--- src/rtl/fft_r22sdf_ctrl_if.sv ---
// Control bus between the radix-2^2 SDF FFT sequencer and the datapath it steers.
// The slave side is the sequencer; the master side is the datapath / sample source.
interface fft_r22sdf_ctrl_if #(
    parameter int N_LOG2 = 10
);
    localparam int N_STG = N_LOG2 / 2;
    localparam int TW_W  = (N_STG - 1) * N_LOG2;

    logic                valid_i;
    logic                frame_slot_o;
    logic [N_LOG2-1:0]   bf_sel_o;
    logic [N_STG-1:0]    bf_tsel_o;
    logic [TW_W-1:0]     tw_addr_o;
    logic                valid_o;
    logic                sof_o;
    logic [N_LOG2-1:0]   bin_o;
    logic                align_err_o;

    modport master (
        output valid_i,
        input  frame_slot_o,
        input  bf_sel_o,
        input  bf_tsel_o,
        input  tw_addr_o,
        input  valid_o,
        input  sof_o,
        input  bin_o,
        input  align_err_o
    );

    modport slave (
        input  valid_i,
        output frame_slot_o,
        output bf_sel_o,
        output bf_tsel_o,
        output tw_addr_o,
        output valid_o,
        output sof_o,
        output bin_o,
        output align_err_o
    );
endinterface

--- src/rtl/fft_r22sdf_ctrl.sv ---
// Sequencer for a radix-2^2 SDF FFT: free-running timebase, butterfly/twiddle controls,
// frame gating, output validity/bin tracking and framing-error detection.
//
// state    | meaning
// ST_IDLE  | no frame open; a frame may only start when cnt == 0
// ST_FRAME | samples of an open frame are being accepted
module fft_r22sdf_ctrl #(
    parameter int N_LOG2   = 10,
    parameter int MULT_LAT = 0
) (
    input  logic              clk_i,
    input  logic              rst_i,
    fft_r22sdf_ctrl_if.slave  bus
);
    localparam int N     = 1 << N_LOG2;
    localparam int N_STG = N_LOG2 / 2;
    localparam int N_TW  = N_STG - 1;
    localparam int TW_W  = N_TW * N_LOG2;
    localparam int LAT   = N - 1 + MULT_LAT * N_TW;

    typedef logic [N_LOG2-1:0] cnt_t;

    typedef enum logic {
        ST_IDLE  = 1'b0,
        ST_FRAME = 1'b1
    } state_t;

    // Local count of butterfly k: the timebase as seen by data arriving at that butterfly.
    function automatic cnt_t local_cnt(input cnt_t cnt, input int k);
        int dly;
        dly = (N - (N >> k)) + MULT_LAT * (k / 2);
        return cnt - cnt_t'(dly);
    endfunction

    function automatic logic [N_LOG2-1:0] sel_of(input cnt_t cnt);
        logic [N_LOG2-1:0] sel;
        cnt_t              c;
        sel = '0;
        for (int k = 0; k < N_LOG2; k++) begin
            c      = local_cnt(cnt, k);
            sel[k] = c[N_LOG2-1-k];
        end
        return sel;
    endfunction

    // tsel follows the select bit of the paired BF I, but timed for the BF II position.
    function automatic logic [N_STG-1:0] tsel_of(input cnt_t cnt);
        logic [N_STG-1:0] tsel;
        cnt_t             c;
        tsel = '0;
        for (int s = 0; s < N_STG; s++) begin
            c       = local_cnt(cnt, 2 * s + 1);
            tsel[s] = c[N_LOG2-1-2*s];
        end
        return tsel;
    endfunction

    function automatic logic [TW_W-1:0] tw_of(input cnt_t cnt);
        logic [TW_W-1:0] tw;
        cnt_t            cm;
        cnt_t            n3;
        cnt_t            mask;
        cnt_t            prod;
        logic [1:0]      kk;
        tw = '0;
        for (int s = 0; s < N_TW; s++) begin
            cm   = local_cnt(cnt, 2 * s + 2) - cnt_t'(MULT_LAT);
            mask = cnt_t'((1 << (N_LOG2 - 2 * s - 2)) - 1);
            n3   = cm & mask;
            // {k2, k1} is k1 + 2*k2 as a 2-bit number
            kk   = {cm[N_LOG2-2*s-2], cm[N_LOG2-2*s-1]};
            prod = n3 * cnt_t'(kk);
            tw[s*N_LOG2 +: N_LOG2] = prod << (2 * s);
        end
        return tw;
    endfunction

    cnt_t              cnt_q, cnt_d;
    state_t            state_q, state_d;
    logic              valid_prev_q;
    logic [LAT-1:0]    dly_q, dly_d;
    logic [N_LOG2-1:0] sel_q, sel_d;
    logic [N_STG-1:0]  tsel_q, tsel_d;
    logic [TW_W-1:0]   tw_q, tw_d;

    logic              at_zero;
    logic              at_last;
    logic              acc;
    logic              err;
    logic              valid_out;
    cnt_t              out_pos;
    logic [N_LOG2-1:0] bin_rev;

    assign at_zero = (cnt_q == '0);
    assign at_last = (cnt_q == cnt_t'(N - 1));
    assign cnt_d   = cnt_q + 1'b1;

    // Controls are computed one cycle early so the registered value matches the live cnt.
    assign sel_d  = sel_of(cnt_d);
    assign tsel_d = tsel_of(cnt_d);
    assign tw_d   = tw_of(cnt_d);

    always_ff @(posedge clk_i) begin
        if (rst_i) begin
            cnt_q        <= '0;
            state_q      <= ST_IDLE;
            valid_prev_q <= 1'b0;
            dly_q        <= '0;
            sel_q        <= sel_of(cnt_t'(0));
            tsel_q       <= tsel_of(cnt_t'(0));
            tw_q         <= tw_of(cnt_t'(0));
        end else begin
            cnt_q        <= cnt_d;
            state_q      <= state_d;
            valid_prev_q <= bus.valid_i;
            dly_q        <= dly_d;
            sel_q        <= sel_d;
            tsel_q       <= tsel_d;
            tw_q         <= tw_d;
        end
    end

    always_comb begin
        state_d = state_q;
        acc     = 1'b0;
        err     = 1'b0;
        case (state_q)
            ST_IDLE: begin
                if (bus.valid_i) begin
                    if (at_zero) begin
                        acc     = 1'b1;
                        state_d = ST_FRAME;
                    end else if (!valid_prev_q) begin
                        err = 1'b1;
                    end
                end
            end
            ST_FRAME: begin
                if (!bus.valid_i) begin
                    state_d = ST_IDLE;
                    err     = !at_zero;
                end else begin
                    acc = 1'b1;
                    // a continuing valid re-opens the next frame from ST_IDLE at cnt == 0
                    if (at_last) begin
                        state_d = ST_IDLE;
                    end
                end
            end
            default: state_d = ST_IDLE;
        endcase
    end

    assign dly_d     = {dly_q[LAT-2:0], acc};
    assign valid_out = dly_q[LAT-1];
    assign out_pos   = cnt_q - cnt_t'(LAT);

    always_comb begin
        bin_rev = '0;
        for (int b = 0; b < N_LOG2; b++) begin
            bin_rev[b] = out_pos[N_LOG2-1-b];
        end
    end

    assign bus.frame_slot_o = at_zero;
    assign bus.bf_sel_o     = sel_q;
    assign bus.bf_tsel_o    = tsel_q;
    assign bus.tw_addr_o    = tw_q;
    assign bus.valid_o      = valid_out;
    assign bus.sof_o        = valid_out && (out_pos == '0);
    assign bus.bin_o        = valid_out ? bin_rev : '0;
    assign bus.align_err_o  = err;
endmodule

--- src/flat_wrapper.sv ---
// flat-port wrapper written by rule: the top's interface ports become plain ports
module fft_r22sdf_ctrl_flat 
#(
    parameter int N_LOG2   = 10,
    parameter int MULT_LAT = 0
)
  (clk_i, rst_i, bus_valid_i, bus_frame_slot_o, bus_bf_sel_o, bus_bf_tsel_o, bus_tw_addr_o, bus_valid_o, bus_sof_o, bus_bin_o, bus_align_err_o);
  fft_r22sdf_ctrl_if #(.N_LOG2(N_LOG2)) bus_i ();
  input  logic clk_i;
  input  logic rst_i;
  input wire logic [$bits(bus_i.valid_i)-1:0] bus_valid_i;
  output wire logic [$bits(bus_i.frame_slot_o)-1:0] bus_frame_slot_o;
  output wire logic [$bits(bus_i.bf_sel_o)-1:0] bus_bf_sel_o;
  output wire logic [$bits(bus_i.bf_tsel_o)-1:0] bus_bf_tsel_o;
  output wire logic [$bits(bus_i.tw_addr_o)-1:0] bus_tw_addr_o;
  output wire logic [$bits(bus_i.valid_o)-1:0] bus_valid_o;
  output wire logic [$bits(bus_i.sof_o)-1:0] bus_sof_o;
  output wire logic [$bits(bus_i.bin_o)-1:0] bus_bin_o;
  output wire logic [$bits(bus_i.align_err_o)-1:0] bus_align_err_o;
  assign bus_i.valid_i = bus_valid_i;
  assign bus_frame_slot_o = bus_i.frame_slot_o;
  assign bus_bf_sel_o = bus_i.bf_sel_o;
  assign bus_bf_tsel_o = bus_i.bf_tsel_o;
  assign bus_tw_addr_o = bus_i.tw_addr_o;
  assign bus_valid_o = bus_i.valid_o;
  assign bus_sof_o = bus_i.sof_o;
  assign bus_bin_o = bus_i.bin_o;
  assign bus_align_err_o = bus_i.align_err_o;
  fft_r22sdf_ctrl #(.N_LOG2(N_LOG2), .MULT_LAT(MULT_LAT)) u_core (.clk_i(clk_i), .rst_i(rst_i), .bus(bus_i));
endmodule
--- config.mk ---
export PLATFORM = sky130hd
export DESIGN_NAME = fft_r22sdf_ctrl_flat
export DESIGN_NICKNAME = d
export VERILOG_FILES = /design/src/rtl/fft_r22sdf_ctrl_if.sv /design/src/rtl/fft_r22sdf_ctrl.sv /design/src/flat_wrapper.sv
export SDC_FILE = /design/constraint.sdc
export NUM_CORES = 1
export LEC_CHECK = 0
export ABC_AREA = 1
export CAP_MARGIN = 0
export CORE_ASPECT_RATIO = 1.1
export CORE_MARGIN = 2
export CORE_UTILIZATION = 45
export CTS_BUF_LIST = sky130_fd_sc_hd__clkbuf_16
export CTS_CLUSTER_DIAMETER = 100
export DETAILED_ROUTE_END_ITERATION = 16
export SKIP_CTS_REPAIR_TIMING = 1
export SLEW_MARGIN = 20
export SYNTH_ARGS = -nofsm -noshare
export SYNTH_HDL_FRONTEND = slang
export SYNTH_SLANG_ARGS = --single-unit
--- constraint.sdc ---
create_clock -name clk_i -period 2.52 [get_ports clk_i]
set_input_delay 0.63 -clock clk_i [delete_from_list [all_inputs] [get_ports clk_i]]
set_output_delay 0.63 -clock clk_i [all_outputs]
set_load 0.05 [all_outputs]
==> results.json <==
{
  "status": "finished, violations left",
  "failed_checks": "setup timing",
  "ys_seq_elements": 1068,
  "period_needed_ns": 2.86,
  "slowest_stage": "dfxtp_4",
  "gp_congestion": 0.812,
  "cp_max_fo": 5,
  "grt_pass1_wl_mm": 72.7,
  "antenna_found_initial": 0,
  "grt_pass1_vias": 16400,
  "cts_root_buffer": "clkbuf_16",
  "fin_ws_ns": -0.337,
  "whs_ns": 0.334,
  "relSlewSlack_pct": 57.3,
  "wl_per_cell_um": 8.79,
  "port_buffers": 59,
  "r2r-end": "u_core.bus.tw_addr_o[4]",
  "rsz0062_at_grt": "true",
  "first_iter_violations": 800,
  "cp_slowest_stage_delay_ns": 0.37,
  "die_w_um": 255,
  "layout_common_cells": "nor2_1 (1087), inv_1 (1081), dfxtp_1 (1058)",
  "synthToLayoutAreaGrowth_pct": 18.2,
  "postSynthCellCount": 3526,
  "cts_tree": "done",
  "criticalPathCategory": "reg2out",
  "grt_max_degree": 152,
  "drv_cap": 0,
  "numCtsBuffers": 100,
  "start_util_pct": 45.3,
  "hpwlAfterDp_mm": 23.1,
  "ios": 72,
  "finalMaxSlewViolations": 0,
  "critPathLaunch": "u_core.cnt_q[0]",
  "drtAntennaViolNets": 0,
  "core_area_um2": 68700,
  "critPathLaunchType": "register",
  "clock_path_buffers": 3,
  "yosysTopAreaCell": "dfxtp_1",
  "grtUsageTotal_pct": 11.9,
  "overflow": 0,
  "power.leakage_nw": 14.7,
  "layout.nets": 3681,
  "critPathBufInv": 3,
  "final_common_cell": "nor2_1",
  "r2r.worst_path.cells": 14,
  "via_per_inst": 3.81,
  "clock_latency_ns": 0.66,
  "holdCritStartpoint": "rst_i",
  "avgSynthCellArea_um2": 8.84,
  "critical-path-top-delay-family": "flip-flops",
  "htreeDepth": 3,
  "rrSetupSlack_ns": 0.11,
  "drive_above_1_share_pct": 8.72,
  "rows": 101,
  "crit_required_ns": 1.89,
  "antenna_cells": 0,
  "yosysWarnings": 0,
  "tightest_slew_ns": 0.641,
  "min_delay_path_depth": 2,
  "fillers": 6362,
  "dr_total_vias": 17800,
  "synthTopCellsByArea": "dfxtp_1 (69%), nor2_1 (13%), inv_1 (13%)",
  "finalSetupViolCount": 6,
  "clock-sinks": 1068,
  "powerDensity_nw_per_um2": 870,
  "path_clk_slew_ns": 0.07,
  "post-route-period-util_pct": 113,
  "die_height_um": 280,
  "drc": 0,
  "synthDistinctLibCells": 27,
  "skew_ns": 0.0217,
  "syn_area_um2": 31200,
  "fmax_mhz": 350,
  "dieArea_um2": 71400,
  "arrival_ns": 2.23,
  "synth-seq-area-share_pct": 68.6,
  "worstPathCellList": "ha_4, buf_6, xor2_2, inv_2, ha_1, nand4_1, nor2_4, buf_12",
  "min_to": "u_core.dly_q[1000]",
  "synth_top_cell_area_share_pct": 68.6,
  "wirelength_mm": 41.0,
  "firstDrtPassIters": 4,
  "hold_viol": 0,
  "fin_setup_tns_ns": -0.780,
  "end_kind": "output port",
  "peakVddDrop_mv": 0.566,
  "r2r_start": "u_core.cnt_q[0]",
  "hold_class": "in2reg"
}
cells by family after synthesis:
logic type | share of synthesized area, %
buf+inv | 15.1
xor+xnor | 0.112
compound gates | 0.490
fa+ha+maj | 1.12
other cells | 0.0120
simple gates | 14.6
flops | 68.6
cell usage after synthesis:
library cell,n
nand3_1,15
conb_1,1
nand4_1,2
nor3b_1,1
nor2_1,1107
buf_1,3
xnor2_1,1
buf_4,13
clkbuf_1,7
fa_1,3
xor2_1,3
clkinv_1,2
nor2_2,2
nand2_1,56
ha_1,23
o21bai_1,1
o21ai_0,8
nand2_2,7
inv_1,1071
nor3_1,2
o21a_1,2
nand3b_1,1
inv_2,2
o21ai_1,2
buf_2,107
a21oi_1,16
dfxtp_1,1068
flip-flops by register name, indices dropped and copies added (netlist names):
name                  flops
u_core.dly_q           1023
u_core.state_q            1
u_core.bus.tw_addr_o     28
u_core.bus.bf_tsel_o      5
u_core.valid_prev_q       1
u_core.cnt_q              1
u_core.bus.bf_sel_o       9
stage by stage:
step | cells | setup WS (ns) | utilization, % | total power [mW] | instance area [um2]
CTS | 4645 | -0.508 | 52.8 | 32.5 | 36300
finish | 4666 | -0.337 | 53.6 | 32.0 | 36800
floorplan | 3537 | 0.00915 | - | 17.8 | 31300
global route | 4666 | -0.449 | 53.6 | 33.4 | 36800
detailed placement | 4456 | -0.0411 | 48.1 | 18.0 | 33100
global placement | 4456 | -0.0310 | 48.1 | 18.0 | 33100
worst reg2reg max path, cell delays in order (launching register included):
cell,delay [ns]
dfxtp_4,0.39
ha_4,0.17
nand2_4,0.06
nor2_4,0.12
nand2_1,0.06
nand2_1,0.07
nand2_2,0.06
ha_2,0.36
inv_4,0.06
nor2_2,0.15
ha_4,0.24
a21oi_2,0.15
nand2_1,0.11
buf_4,0.14
o21a_1,0.16
report_power, final:
group	total (mW)	switching [mW]	internal, mW
logic	0.713	0.515	0.198
registers	16.9	0.0163	16.9
clock network	14.4	6.27	8.14
layout make-up:
type                    count  area [um2]  area share [%]
clock buffers             102        2550            6.93
clock inverters            87         686            1.86
inverters                1075        4040            11.0
multi-input cells        1264        5420            14.7
flip-flops and latches   1068       21400            58.1
well taps                 927        1160            3.15
repair buffers            143        1570            4.26
per-layer routing:
| metal | share of wire, % | vias up | global-route usage (%) |
|---|---|---|---|
| li1 | - | 9822 | - |
| met1 | 53 | 7697 | 16.3 |
| met2 | 40 | 161 | 18.2 |
| met3 | 4.5 | 83 | 3.18 |
| met4 | 2.3 | 0 | 4.47 |
| met5 | 0 | - | 0 |
how the worst max path moves through the flow:
stage	endpoint	slack, ns	cells past startpoint
after floorplan	u_core.bus.tw_addr_o[19]	0.009	17
after global placement	u_core.bus.tw_addr_o[8]	-0.03	14
after detailed placement	u_core.bus.tw_addr_o[8]	-0.04	14
after CTS	bus_sof_o	-0.51	8
after global routing	bus_sof_o	-0.45	8
final	bus_sof_o	-0.34	8
(Power assumes the default switching activity.)
